[src/rtl/pc_fetch_unit_pkg.sv]
// pc_fetch_unit_pkg
// This package holds the types and constants that the PC fetch unit uses.
//   fetch_state_e : the fetch FSM state encoding. S_TRAP exists only when
//                   PC_MISALIGN_TRAP_EN is defined.
//   INSTR_WIDTH   : the width of an instruction word.
//   PC_INCR       : the sequential PC step, in bytes.
// Configuration macro: PC_MISALIGN_TRAP_EN
package pc_fetch_unit_pkg;

   localparam int INSTR_WIDTH = 32;
   localparam int PC_INCR     = 4;

`ifdef PC_MISALIGN_TRAP_EN
   typedef enum logic [2:0] {
      S_IDLE  = 3'd0,
      S_FETCH = 3'd1,
      S_WAIT  = 3'd2,
      S_HOLD  = 3'd3,
      S_TRAP  = 3'd4
   } fetch_state_e;
`else
   typedef enum logic [2:0] {
      S_IDLE  = 3'd0,
      S_FETCH = 3'd1,
      S_WAIT  = 3'd2,
      S_HOLD  = 3'd3
   } fetch_state_e;
`endif

endpackage

[src/rtl/pc_fetch_unit.sv]
// pc_fetch_unit
// This is the instruction fetch unit. It keeps at most one instruction in flight.
// It issues one request per instruction, waits for the data, and holds the
// instruction toward decode until decode consumes it. A branch redirect takes
// priority over the sequential PC at any point in a transaction.
//
// Ports
//   clk, reset         : the clock, and a synchronous active-high reset
//   PC_src_in          : redirect request; branch_target_in is the new PC
//   branch_target_in   : the redirect target
//   imem_req_out       : request valid toward instruction memory
//   imem_addr_out      : request address (the current pc)
//   imem_ready_in      : memory accepts the request this cycle
//   imem_valid_in      : read data returns this cycle
//   imem_rdata_in      : the returned instruction word
//   instr_valid_out    : instr_out and instr_pc_out are valid toward decode
//   instr_out          : the fetched instruction
//   instr_pc_out       : the address of instr_out
//   decode_ready_in    : decode consumes the held instruction
//   misalign_trap_out  : a misaligned redirect target was seen (macro only)
//
// Configuration macro: PC_MISALIGN_TRAP_EN
//   When the macro is defined, a redirect to a target that is not word-aligned
//   enters TRAP. The unit stays in TRAP until reset.
//   When the macro is undefined, the unit clears the two low bits of the target.
//
// state   | meaning
// --------+-------------------------------------------------------------
// S_IDLE  | just out of reset; always goes to S_FETCH on the next cycle
// S_FETCH | request at pc is presented, waiting for imem_ready_in
// S_WAIT  | request accepted, waiting for imem_valid_in
// S_HOLD  | instruction presented to decode, waiting for decode_ready_in
// S_TRAP  | misaligned redirect; all activity stops until reset (macro)
module pc_fetch_unit
   import pc_fetch_unit_pkg::*;
#(
   parameter int                  PC_WIDTH = 64,
   parameter logic [PC_WIDTH-1:0] RESET_PC = '0
) (
   input  logic                   clk,
   input  logic                   reset,
   input  logic                   PC_src_in,
   input  logic [PC_WIDTH-1:0]    branch_target_in,
   output logic                   imem_req_out,
   output logic [PC_WIDTH-1:0]    imem_addr_out,
   input  logic                   imem_ready_in,
   input  logic                   imem_valid_in,
   input  logic [INSTR_WIDTH-1:0] imem_rdata_in,
   output logic                   instr_valid_out,
   output logic [INSTR_WIDTH-1:0] instr_out,
   output logic [PC_WIDTH-1:0]    instr_pc_out,
`ifdef PC_MISALIGN_TRAP_EN
   output logic                   misalign_trap_out,
`endif
   input  logic                   decode_ready_in
);

   localparam logic [PC_WIDTH-1:0] C_PC_INCR = PC_WIDTH'(PC_INCR);

   fetch_state_e            r_state;
   fetch_state_e            w_state_next;
   logic [PC_WIDTH-1:0]     r_pc;
   logic [PC_WIDTH-1:0]     r_fetch_pc;
   logic                    r_kill;
   logic [INSTR_WIDTH-1:0]  r_instr;
   logic [PC_WIDTH-1:0]     r_instr_pc;
   logic [PC_WIDTH-1:0]     w_target;

`ifdef PC_MISALIGN_TRAP_EN
   logic w_trap_go;

   // The pc loads the raw target, because the trap reports the real address.
   assign w_target  = branch_target_in;
   assign w_trap_go = PC_src_in && (branch_target_in[1:0] != 2'b00);
`else
   logic w_unused_tgt_lsbs;

   assign w_target          = {branch_target_in[PC_WIDTH-1:2], 2'b00};
   assign w_unused_tgt_lsbs = ^branch_target_in[1:0];
`endif

   // State register
   always_ff @(posedge clk) begin
      if (reset) begin
         r_state <= S_IDLE;
      end else begin
         r_state <= w_state_next;
      end
   end

   // Next-state logic
   always_comb begin
      w_state_next = r_state;
      case (r_state)
         S_IDLE: begin
            w_state_next = S_FETCH;
         end
         S_FETCH: begin
            if (imem_ready_in) begin
               w_state_next = S_WAIT;
            end
         end
         S_WAIT: begin
            // A redirect seen together with the data kills that data at once.
            if (imem_valid_in) begin
               w_state_next = (r_kill || PC_src_in) ? S_FETCH : S_HOLD;
            end
         end
         S_HOLD: begin
            if (PC_src_in || decode_ready_in) begin
               w_state_next = S_FETCH;
            end
         end
`ifdef PC_MISALIGN_TRAP_EN
         S_TRAP: begin
            w_state_next = S_TRAP;
         end
`endif
         default: begin
            w_state_next = S_IDLE;
         end
      endcase
`ifdef PC_MISALIGN_TRAP_EN
      if (w_trap_go && (r_state == S_FETCH || r_state == S_WAIT || r_state == S_HOLD)) begin
         w_state_next = S_TRAP;
      end
`endif
   end

   // Output logic
   always_comb begin
      imem_req_out    = 1'b0;
      instr_valid_out = 1'b0;
`ifdef PC_MISALIGN_TRAP_EN
      misalign_trap_out = 1'b0;
`endif
      case (r_state)
         S_FETCH: imem_req_out    = 1'b1;
         S_HOLD:  instr_valid_out = 1'b1;
`ifdef PC_MISALIGN_TRAP_EN
         S_TRAP:  misalign_trap_out = 1'b1;
`endif
         default: ;
      endcase
   end

   assign imem_addr_out = r_pc;
   assign instr_out     = r_instr;
   assign instr_pc_out  = r_instr_pc;

   // Datapath: pc, the in-flight address, the kill flag and the held instruction
   always_ff @(posedge clk) begin
      if (reset) begin
         r_pc       <= RESET_PC;
         r_fetch_pc <= '0;
         r_kill     <= 1'b0;
         r_instr    <= '0;
         r_instr_pc <= '0;
      end else begin
         case (r_state)
            S_FETCH: begin
               if (PC_src_in) begin
                  r_pc <= w_target;
               end else if (imem_ready_in) begin
                  r_pc <= r_pc + C_PC_INCR;
               end
               if (imem_ready_in) begin
                  r_fetch_pc <= r_pc;
                  // The accepted request already targets the wrong path.
                  r_kill     <= PC_src_in;
               end
            end
            S_WAIT: begin
               if (PC_src_in) begin
                  r_pc <= w_target;
               end
               if (imem_valid_in) begin
                  if (!r_kill && !PC_src_in) begin
                     r_instr    <= imem_rdata_in;
                     r_instr_pc <= r_fetch_pc;
                  end
                  r_kill <= 1'b0;
               end else if (PC_src_in) begin
                  r_kill <= 1'b1;
               end
            end
            S_HOLD: begin
               if (PC_src_in) begin
                  r_pc <= w_target;
               end
            end
            default: ;
         endcase
      end
   end

endmodule

[config.mk]
export PLATFORM = sky130hd
export DESIGN_NAME = pc_fetch_unit
export DESIGN_NICKNAME = d
export VERILOG_FILES = /design/src/rtl/pc_fetch_unit_pkg.sv /design/src/rtl/pc_fetch_unit.sv
export SDC_FILE = /design/constraint.sdc
export NUM_CORES = 1
export LEC_CHECK = 0
export BUFFER_PORTS_ARGS = -buffer_cell sky130_fd_sc_hd__buf_2
export CAP_MARGIN = 30
export CORE_ASPECT_RATIO = 0.6
export CORE_UTILIZATION = 35
export DETAILED_ROUTE_END_ITERATION = 10
export MAX_ROUTING_LAYER = met4
export SLEW_MARGIN = 10
export SYNTH_ARGS = -nofsm -noshare
export SYNTH_HDL_FRONTEND = slang
export SYNTH_SLANG_ARGS = --single-unit
[constraint.sdc]
create_clock -name clk -period 2.2 [get_ports clk]
set_clock_uncertainty 0.2 [all_clocks]
set_input_delay 0.11 -clock clk [delete_from_list [all_inputs] [get_ports clk]]
set_output_delay 0.11 -clock clk [all_outputs]
set_load 0.05 [all_outputs]
==> summary.md, run 1 <==
| Metric | Value |
|---|---|
| Worst hold path type | in -> reg |
| R2r startpoint | imem_addr_out[49]$_SDFFE_PP0P_ |
| Crit end category | register |
| Post-Synthesis Mean Instance Area | 7.52 µm² |
| Post-route ant nets | 0 |
| Signed area change from the synthesized netlist to the final layout | 48.6% |
| Antenna violations before repair | 0 |
| Total global routing track utilization | 25.8% |
| R2R depth | 6 |
| Pin count of the biggest net entering global routing | 95 |
| Required @ worst endpoint | 2.46 ns |
| Startpoint of the tightest hold check path | branch_target_in[49] |
| Clock tree buffer depth | 3 |
| Placeable Area | 26,600 µm² |
| Dominant cell type by area after synthesis | dfxtp_1 |
| Rel. slew slack | 58.9% |
| Number of warnings issued by yosys | 0 |
| Seq cells post-synth | 221 |
| Final cell count without fillers | 2,071 |
| Core Rows | 46 |
| Initial Util | 36.0% |
| FF-to-FF End | imem_addr_out[61]$_SDFFE_PP0P_ |
| TritonCTS clock tree | yes |
| Worst reg-to-reg setup slack | -0.01 ns |
| Final routed DRC violation total | 0 |
| Fin Setup TNS | -0.00978 ns |
| Critical path launch point type | register |
| Util after Layout | 53.5% |
| Most used flip-flop cell after synthesis | dfxtp_1 |
| Number of CTS-inserted buffers | 24 |
| Number of maximum-capacitance violations | 0 |
| Vias per cell | 5.25 |
| Cells after DPL | 1,912 |
| Top cell type's share of synthesized area | 46.1% |
| Sink count of the clock tree | 221 |
| Wire length of the first global-routing pass | 55.3 mm |
| Data arrival at the endpoint of the critical path | 2.47 ns |
| Die area | 28,100 µm² |
| Gpl congestion | 0.986 |
| Setup slack at placement | -0.0380 ns |
| Root buffer selected by CTS | clkbuf_16 |
| Number of synthesized flops with an enable pin | 0 |
| DRT Pass-1 Iters | 6 |
| Share of async-settable or async-resettable flops after synthesis | 0% |
| Via count of the first global-routing pass | 9,658 |
| Number of max-slew violations in the final report | 0 |
| Power density cells | 732 nW/µm² |
| Clock Latency Late Sink | 0.54 ns |
| Total length of routed wires | 36.8 mm |
| Setup WS post-layout | -0.00978 ns |
| Net count of the finished layout | 1,797 |
| Failing checks | setup timing |
| Shortest clock period the worst path allows after layout | 2.21 ns |
| Number of buffer cells added on primary ports | 257 |
| CTS HTree Levels | 1 |
| Final number of setup-violating endpoints | 1 |
| Cell count of the worst hold path | 6 |
| Peak fanout along the critical path | 6 |
| Register area share after synthesis | 46.1% |
| Crit share post-route | 100% |
| Residual overflow from global routing | 0 |
| Static power due to leakage | 5.87 nW |
| ANT cells | 0 |
| Die extent in y | 130 µm |
| First-iteration detailed-routing DRC count | 1,098 |
| Hold-critical path endpoint | imem_addr_out[49]$_SDFFE_PP0P_ |
| Final Hold Vio Count | 0 |
| Actual slew at the worst max-slew pin | 0.616 ns |
| IR drop worst, VDD | 0.000471 V |
| Total number of vias | 10,900 |
| Half-perimeter wire length after detailed placement | 26.1 mm |
| Netlist Area Pre-Place | 9600 µm² |
| Result of the run | complete, but fails checks |
| Setup repair after global routing missed its margin | yes |
| Clock-pin slew on the worst setup and hold paths | 0.06 ns |
| Width of the chip | 216 µm |
| Cell count after synthesis | 1,276 |
| Count of distinct cell types in the synthesized netlist | 64 |
| Fraction of final layout cells sized beyond drive strength 1 | 31.1% |
| Type of the worst setup path | reg -> reg |
| Wire length per cell after detailed routing | 17.8 µm |
| Max Freq | 453 MHz |
| Number of I/O pins | 264 |
| Top cells by area, synth | dfxtp_1, nand2_1, a21oi_1, clkbuf_1, nor2_1 |
[routing by layer]
layer,part of all wire [%],GRT usage [%],up-vias
met1,49,38.9,5068
met5,0,-,-
met2,39,33.4,496
li1,-,-,5266
met3,9.9,6.62,45
met4,1.6,5.38,0
[area by class of cell]
type | count | area [µm²]
tap | 360 | 450
clock buffer | 35 | 682
multi-input combinational | 943 | 4950
fill | 2546 | 12400
sequential | 221 | 4540
timing repair buffer | 495 | 3480
inverter | 9 | 33.8
clock inverter | 8 | 130
[worst max path at each step]
stage / startpoint / endpoint / slack (ns) / cells past startpoint
global route: imem_addr_out[22]$_SDFFE_PP0P_ / imem_addr_out[51]$_SDFFE_PP0P_ / -0.1 / 7
CTS: imem_addr_out[18]$_SDFFE_PP0P_ / imem_addr_out[51]$_SDFFE_PP0P_ / -0.02 / 7
floorplan: imem_addr_out[8]$_SDFFE_PP0P_ / imem_addr_out[62]$_SDFFE_PP0P_ / -0.19 / 8
detailed placement: imem_addr_out[11]$_SDFFE_PP0P_ / imem_addr_out[62]$_SDFFE_PP0P_ / -0.04 / 7
finish: imem_addr_out[49]$_SDFFE_PP0P_ / imem_addr_out[61]$_SDFFE_PP0P_ / -0.01 / 6
global placement: imem_addr_out[11]$_SDFFE_PP0P_ / imem_addr_out[62]$_SDFFE_PP0P_ / 0.003 / 7
[synth_stat cells, drive strengths merged, types with 10 or more instances]
cell type  instances
nand2            382
dfxtp            221
a21oi            198
clkbuf            80
nor2              59
nand3             36
o21ai             36
buf               26
nand4             26
nor3              22
a31oi             18
a211oi            15
a22oi             11
a32oi             11
and3              11
o211ai            10
[logic make-up after synthesis]
group | Yosys count | share of synthesized area [%]
buffers and inverters | 115 | 4.87
AND/OR/NAND/NOR | 587 | 27.1
flip-flops | 221 | 46.1
adder cells (fa/ha/maj) | 1 | 0.130
other | 1 | 0.0391
AO/OA/AOI/OAI | 345 | 21.1
multiplexers | 6 | 0.652
[worst max-delay path, cell delays in order (launching register included)]
cell,delay (ns)
dfxtp_4,0.41
nand4_1,0.29
buf_4,0.26
inv_1,0.07
nand4_1,0.22
or4_1,0.58
o211ai_1,0.11
[flip-flops by register name, indices dropped and copies added, names as in the netlist]
| register | cells |
|---|---|
| instr_pc_out | 62 |
| instr_out | 32 |
| r_fetch_pc | 62 |
| r_state | 2 |
| r_kill | 1 |
| imem_addr_out | 62 |
[stage by stage]
step                hold WS (ns)  cell area, µm²  power (mW)
floorplan                 0.0385            9850        5.41
global placement           0.151           12200        6.11
detailed placement         0.150           12200        6.12
CTS                       0.0470           14000        10.5
global route               0.113           14300        10.9
finish                    0.0798           14300        10.4
[report_power, final]
| part | switching [mW] | leakage (nW) | internal [mW] |
|---|---|---|---|
| Clock | 1.70 | 0.398 | 2.51 |
| Combinational | 1.27 | 3.66 | 0.690 |
| Sequential | 0.127 | 1.82 | 4.15 |
| Total | 3.09 | 5.87 | 7.35 |
[cells in the final DEF (no fill, tap or decap), types with 24 or more instances in the layout]
cell type / netlist / routed
dfxtp_1: 221 / 174
dlygate4sd3_1: 0 / 99
a21oi_1: 198 / 198
clkbuf_16: 0 / 24
nand2_1: 381 / 379
nand4_1: 24 / 24
nor2_1: 58 / 56
dfxtp_4: 0 / 24
o21ai_0: 36 / 35
buf_4: 5 / 122
buf_2: 13 / 256
nand3_1: 35 / 30
[timing repair]
action,4_1_cts,5_1_grt
gates resized for setup,2,33
hold buffers,99,0
hold endpoints to repair,152,0
setup buffers,4,14
endpoints found under the setup margin,5,23
pin swaps,1,15
cloned,0,0
Note: power is estimated with default switching activity, not from simulation.
==> inputs of run 2 (changes only) <==
CAP_MARGIN = 20   (was 30)
clock period = 2.7 ns   (was 2.2 ns; I/O delays follow)
==> summary.md, run 2 (synthesis gave the netlist of run 1 again) <==
| Metric | Value |
|---|---|
| Number of I/O pins | 264 (unchanged) |
| Net count of the finished layout | 1,738 (was 1,797) |
| Cell type group with the largest total delay on the critical path | buffers and inverters (was simple AND/OR/NAND/NOR gates) |
| IR drop worst, VDD | 0.000388 V (was 0.000471 V) |
| R2r startpoint | imem_addr_out[2]$_SDFFE_PP0P_ (was imem_addr_out[49]$_SDFFE_PP0P_) |
| Wire length of the first global-routing pass | 53.8 mm (was 55.3 mm) |
| Critical Path, Cell by Cell | dlygate4sd3_1, buf_2, or2_2, buf_12, nor2_1, a22o_1, a22oi_1, nor2_1, dlygate4sd3_1 (was nand4_1, buf_4, inv_1, nand4_1, or4_1, o211ai_1) |
| DRT Pass-1 Iters | 6 (unchanged) |
| First-iteration detailed-routing DRC count | 983 (was 1,098) |
| Root buffer selected by CTS | clkbuf_16 (unchanged) |
| Critical path launch point type | input port (was register) |
| Startpoint of the tightest hold check path | imem_rdata_in[10] (was branch_target_in[49]) |
| Crit path buf inv count | 4 (was 2) |
| Wire length on met2 | 13.9 mm (was 14.5 mm) |
| Clock tree buffer depth | 3 (unchanged) |
| Final routed DRC violation total | 0 (unchanged) |
| Leading cell type in the layout, fill and taps excluded | nand2_1 (unchanged) |
| Max Freq | 386 MHz |
| Sequential cell area | 4430 µm² (was 4540 µm²) |
| Crit share post-route | 95.9% |
| Width of the chip | 216 µm (unchanged) |
| Placeable Area | 26,600 µm² (unchanged) |
| Wire length per cell after detailed routing | 17.6 µm (was 17.8 µm) |
| Data arrival at the endpoint of the critical path | 2.79 ns (was 2.47 ns) |
| Peak fanout along the critical path | 57 (was 6) |
| Highest Signal Layer | met4 (unchanged) |
| Result of the run | completed (was complete, but fails checks) |
| Die extent in y | 130 µm (unchanged) |
| Crit end category | register (unchanged) |
| Shortest clock period the worst path allows after layout | 2.59 ns |
| Residual overflow from global routing | 0 (unchanged) |
| Type of the worst setup path | in -> reg (was reg -> reg) |
| Total number of vias | 10,500 (was 10,900) |
| Final Hold Vio Count | 0 (unchanged) |
| Signed area change from the synthesized netlist to the final layout | 40.4% (was 48.6%) |
| Met1 wire length | 18.1 mm (about the same) |
| Post-route ant nets | 0 (unchanged) |
| Clock-pin slew on the worst setup and hold paths | 0.06 ns (about the same) |
| Via count of the first global-routing pass | 9,298 (was 9,658) |
| Number of maximum-capacitance violations | 0 (unchanged) |
| Core Rows | 46 (unchanged) |
| Actual slew at the worst max-slew pin | 0.830 ns (was 0.616 ns) |
| Total global routing track utilization | 24.9% (was 25.8%) |
| Slowest-stage cell, CP | dlygate4sd3_1 (was or4_1) |
| Number of buffer cells added on primary ports | 257 (unchanged) |
| Total length of routed wires | 35.3 mm (was 36.8 mm) |
| Gpl congestion | 0.918 (was 0.986) |
| Rel. slew slack | 44.7% (was 58.9%) |
| Sink count of the clock tree | 221 (unchanged) |
| Fin Setup TNS | 0 ns (was -0.00978 ns) |
| Clock Latency Late Sink | 0.52 ns (was 0.54 ns) |
| Critical path startpoint | PC_src_in (was imem_addr_out[49]$_SDFFE_PP0P_) |
| Half-perimeter wire length after detailed placement | 24.4 mm (was 26.1 mm) |
| Crit path largest cell delay | 0.58 ns (about the same) |
| Sum of internal, switching and leakage power | 8.19 mW (was 10.4 mW) |
| Number of max-slew violations in the final report | 0 (unchanged) |
| Required @ worst endpoint | 2.90 ns (was 2.46 ns) |
| Number of CTS-inserted buffers | 23 (was 24) |
| Filler Cell Count | 2,583 (was 2,546) |
| Antenna violations before repair | 3 (was 0) |
| Fraction of final layout cells sized beyond drive strength 1 | 23.6% (was 31.1%) |
| Worst hold path type | in -> reg (unchanged) |
| Setup repair after global routing missed its margin | no (was yes) |
| Initial Util | 36.0% (unchanged) |
| Vias per cell | 5.21 (was 5.25) |
| Met3 wire length | 2.91 mm (was 3.65 mm) |
| Die area | 28,100 µm² (unchanged) |
| Static power due to leakage | 5.44 nW (was 5.87 nW) |
| Power density cells | 608 nW/µm² (was 732 nW/µm²) |
| TritonCTS clock tree | yes (unchanged) |
| CTS HTree Levels | 1 (unchanged) |
| Pin count of the biggest net entering global routing | 161 (was 95) |
| Final number of setup-violating endpoints | 0 (was 1) |
| Commonest cells after routing, fill and taps aside | nand2_1, buf_2, dfxtp_1, a21oi_1, dlygate4sd3_1 (was nand2_1, buf_2, a21oi_1, dfxtp_1, buf_4) |
| Area of the multi-input gates | 4760 µm² (was 4950 µm²) |
-- run 2: cell count changes in the layout (fill, tap and decap cells not counted), sizes merged --
cell,delta
clkinv,-3
clkbuf,+1
bufinv,-2
dlygate4sd3,+12
buf,-70
diode,+3
inv,-1
-- run 2: worst reg2reg max path: stages, from the launching register on --
cell and delay [ns]:
dfxtp_2 0.33, ha_2 0.19, nand3_1 0.11, buf_4 0.17
nor3_2 0.20, buf_4 0.19, buf_4 0.13, nand2_1 0.07
o21ai_0 0.17, a22oi_1 0.10, nor2_1 0.11, dlygate4sd3_1 0.55
-- run 2: what timing repair did --
action	CTS	global route
hold buffers	111	0
endpoints found under the setup margin	0	11
resized for setup	0	7
endpoints found under the hold margin	125	0
buffers inserted	0	2
-- run 2: worst paths after layout --
check	depth (start not counted)	endpoint	slack (ns)
setup reg to reg	11	imem_addr_out[12]$_SDFFE_PP0P_	0.11
hold / removal	4	instr_out[10]$_SDFFE_PP0P_	0.21
hold reg to reg	2	instr_pc_out[15]$_SDFFE_PP0P_	0.25
setup / recovery	9	imem_addr_out[20]$_SDFFE_PP0P_	0.11
-- run 2: layout make-up --
| type | count | share of cell area, % |
|---|---|---|
| Tap cell | 360 | 3.34 |
| Sequential cell | 221 | 32.9 |
| Multi-Input combinational cell | 943 | 35.3 |
| Antenna cell | 3 | 0.0557 |
| Clock inverter | 2 | 0.260 |
| Inverter | 9 | 0.251 |
| Clock buffer | 36 | 5.30 |
| Timing Repair Buffer | 437 | 22.6 |
-- run 2: routing by layer --
metal / global-route usage (%) / vias up
li1: - / 5153
met1: 38.0 / 4876
met2: 32.5 / 415
met3: 5.52 / 42
met4: 5.05 / 0
met5: - / -
-- run 2: per-stage QoR --
step | std cells | instance area [µm²] | setup slack (ns) | utilization [%] | hold WS, ns
floorplan | 1279 | 9620 | 0.0192 | - | 0.0710
CTS | 2006 | 13400 | 0.0644 | 50.4 | 0.187
global route | 2011 | 13500 | 0.000588 | 50.6 | 0.209
global placement | 1857 | 11600 | 0.260 | 43.4 | 0.175
detailed placement | 1857 | 11600 | 0.237 | 43.4 | 0.182
finish | 2011 | 13500 | 0.110 | 50.6 | 0.207
-- run 2: power breakdown --
part / internal [mW] / switching (mW)
clock: 1.89 / 1.32
combinational: 0.499 / 0.970
sequential: 3.38 / 0.130
total: 5.77 / 2.42
==> inputs of run 3 (changes only) <==
CORE_ASPECT_RATIO = unset   (was 0.6)
==> summary.md, run 3 (synthesis gave the netlist of run 1 again) <==
| Metric | Value |
|---|---|
| Critical path launch point type | register (was input port) |
| Actual slew at the worst max-slew pin | 0.845 ns (was 0.830 ns) |
| Final Hold Vio Count | 0 (unchanged) |
| Clock-pin slew on the worst setup and hold paths | 0.06 ns (about the same) |
| Data arrival at the endpoint of the critical path | 2.88 ns (was 2.79 ns) |
| Slowest-stage cell, CP | dfxtp_2 (was dlygate4sd3_1) |
| Initial Util | 35.6% (was 36.0%) |
| Final number of setup-violating endpoints | 0 (unchanged) |
| Antenna violations before repair | 2 (was 3) |
| Required @ worst endpoint | 2.95 ns (was 2.90 ns) |
| Peak fanout along the critical path | 9 (was 57) |
| CTS HTree Levels | 1 (unchanged) |
| Max Freq | 379 MHz (was 386 MHz) |
| Via count of the first global-routing pass | 9,447 (was 9,298) |
| Width of the chip | 168 µm (was 216 µm) |
| Number of max-slew violations in the final report | 0 (unchanged) |
| Root buffer selected by CTS | clkbuf_16 (unchanged) |
| Number of CTS-inserted buffers | 25 (was 23) |
| Crit end category | register (unchanged) |
| Worst reg-to-reg setup slack | 0.06 ns (was 0.11 ns) |
| Residual overflow from global routing | 0 (unchanged) |
| Cell area after layout | 13,400 µm² (was 13,500 µm²) |
| Total number of vias | 10,500 (about the same) |
| IR drop worst, VDD | 0.000382 V (was 0.000388 V) |
| Number of I/O pins | 264 (unchanged) |
| Setup WS post-layout | 0.0647 ns (was 0.110 ns) |
| Min Hold Slack | 0.200 ns (was 0.207 ns) |
| Core Rows | 60 (was 46) |
| Wire length of the first global-routing pass | 52.6 mm (was 53.8 mm) |
| Die area | 28,100 µm² (about the same) |
| Crit path largest cell delay | 0.43 ns (was 0.58 ns) |
| Sink count of the clock tree | 221 (unchanged) |
| Crit share post-route | 97.6% (was 95.9%) |
| Half-perimeter wire length after detailed placement | 22.7 mm (was 24.4 mm) |
| Critical Path, Cell by Cell | nand4_4, or3_1, nor3_1, nand4_1, buf_4, or4_1, o211ai_1 (was dlygate4sd3_1, buf_2, or2_2, buf_12, nor2_1, a22o_1, a22oi_1, nor2_1, dlygate4sd3_1) |
| Result of the run | completed (unchanged) |
| Number of buffer cells added on primary ports | 257 (unchanged) |
| Static power due to leakage | 5.40 nW (was 5.44 nW) |
| Fin Setup TNS | 0 ns (unchanged) |
| Postcts setup bufs | 0 (unchanged) |
| Net count of the finished layout | 1,725 (was 1,738) |
| Type of the worst setup path | reg -> reg (was in -> reg) |
| Wire length per cell after detailed routing | 17.1 µm (was 17.6 µm) |
| Signed area change from the synthesized netlist to the final layout | 39.4% (was 40.4%) |
| Commonest cells after routing, fill and taps aside | nand2_1, buf_2, dfxtp_1, a21oi_1, dlygate4sd3_1 (unchanged) |
| Fraction of final layout cells sized beyond drive strength 1 | 23.8% (was 23.6%) |
| DRT Pass-1 Iters | 5 (was 6) |
| Clock tree buffer depth | 3 (unchanged) |
| Shortest clock period the worst path allows after layout | 2.64 ns (was 2.59 ns) |
| Pin count of the biggest net entering global routing | 128 (was 161) |
| Worst hold path type | in -> reg (unchanged) |
| Gpl congestion | 0.882 (was 0.918) |
| Post-route ant nets | 0 (unchanged) |
| Setup repair after global routing missed its margin | no (unchanged) |
| Number of maximum-capacitance violations | 0 (unchanged) |
| Final routed DRC violation total | 0 (unchanged) |
| Rel. slew slack | 43.7% (was 44.7%) |
| Leading cell type in the layout, fill and taps excluded | nand2_1 (unchanged) |
| Power density cells | 641 nW/µm² (was 608 nW/µm²) |
| Vias per cell | 5.27 (was 5.21) |
| Dpl cell area | 11,500 µm² (was 11,600 µm²) |
| TritonCTS clock tree | yes (unchanged) |
| Total length of routed wires | 33.8 mm (was 35.3 mm) |
| Total global routing track utilization | 23.9% (was 24.9%) |
| Placeable Area | 27,000 µm² (was 26,600 µm²) |
| Setup slack at placement | 0.0892 ns (was 0.237 ns) |
| Die extent in y | 168 µm (was 130 µm) |
| Clock Latency Late Sink | 0.52 ns (about the same) |
| First-iteration detailed-routing DRC count | 940 (was 983) |
-- run 3: cell types whose count changed in the layout (fill, tap and decap cells not counted), sizes merged, moves of 2 or more --
cell | previous run | this run
bufinv | 1 | 5
buf | 326 | 321
clkinv | 1 | 7
clkbuf | 36 | 29
dlygate4sd3 | 111 | 101
clkinvlp | 0 | 2
-- run 3: cell type report --
class	instances	area [µm²]
tap	341	427
clock inverter	15	209
inverter	9	33.8
timing repair buffer	422	2860
multi-input combinational	943	4750
sequential	221	4430
clock buffer	29	671
fill	2687	13600
antenna	2	5.00
-- run 3: path summary, 6_finish.rpt --
check | startpoint | end | cells after the start
worst min-delay path | imem_rdata_in[5] | instr_out[5]$_SDFFE_PP0P_ | 4
worst min register to register | r_fetch_pc[16]$_SDFFE_PP0P_ | instr_pc_out[16]$_SDFFE_PP0P_ | 2
worst max-delay path | imem_addr_out[12]$_SDFFE_PP0P_ | imem_addr_out[57]$_SDFFE_PP0P_ | 7
worst max register to register | imem_addr_out[12]$_SDFFE_PP0P_ | imem_addr_out[57]$_SDFFE_PP0P_ | 7
-- run 3: metal layers --
metal	part of all wire, %	track usage (%)	vias up	wire, µm
met5	0	-	-	0
met4	3.1	8.42	0	1060
met3	5.7	2.88	76	1920
met2	45	35.8	385	15300
met1	46	32.9	4868	15500
li1	-	-	5125	-
-- run 3: repair_timing --
item,4_1_cts,5_1_grt
endpoints found under the hold margin,107,0
endpoints found under the setup margin,0,1
resized for setup,0,1
hold buffers,101,0
-- run 3: metrics by stage --
stage | std cells | util [%] | power (mW)
final | 1982 | 49.7 | 8.58
after global routing | 1982 | 49.7 | 8.89
after CTS | 1980 | 49.6 | 8.62
after detailed placement | 1835 | 42.6 | 4.85
after global placement | 1835 | 42.6 | 4.84
after floorplan | 1279 | - | 4.39
-- run 3: power breakdown --
part           internal [mW]  switching [mW]  total (mW)
registers               3.38           0.141        3.52
logic                  0.469           0.930        1.40
clock network           2.25            1.41        3.66
-- run 3: critical path: cells and delay by family, from the launching register on --
| kind | cells | cell delay (ns) |
|---|---|---|
| AOI/OAI and AO/OA | 1 | 0.10 |
| buffers and inverters | 1 | 0.25 |
| and+or+nand+nor | 5 | 1.57 |
| DFF | 1 | 0.43 |
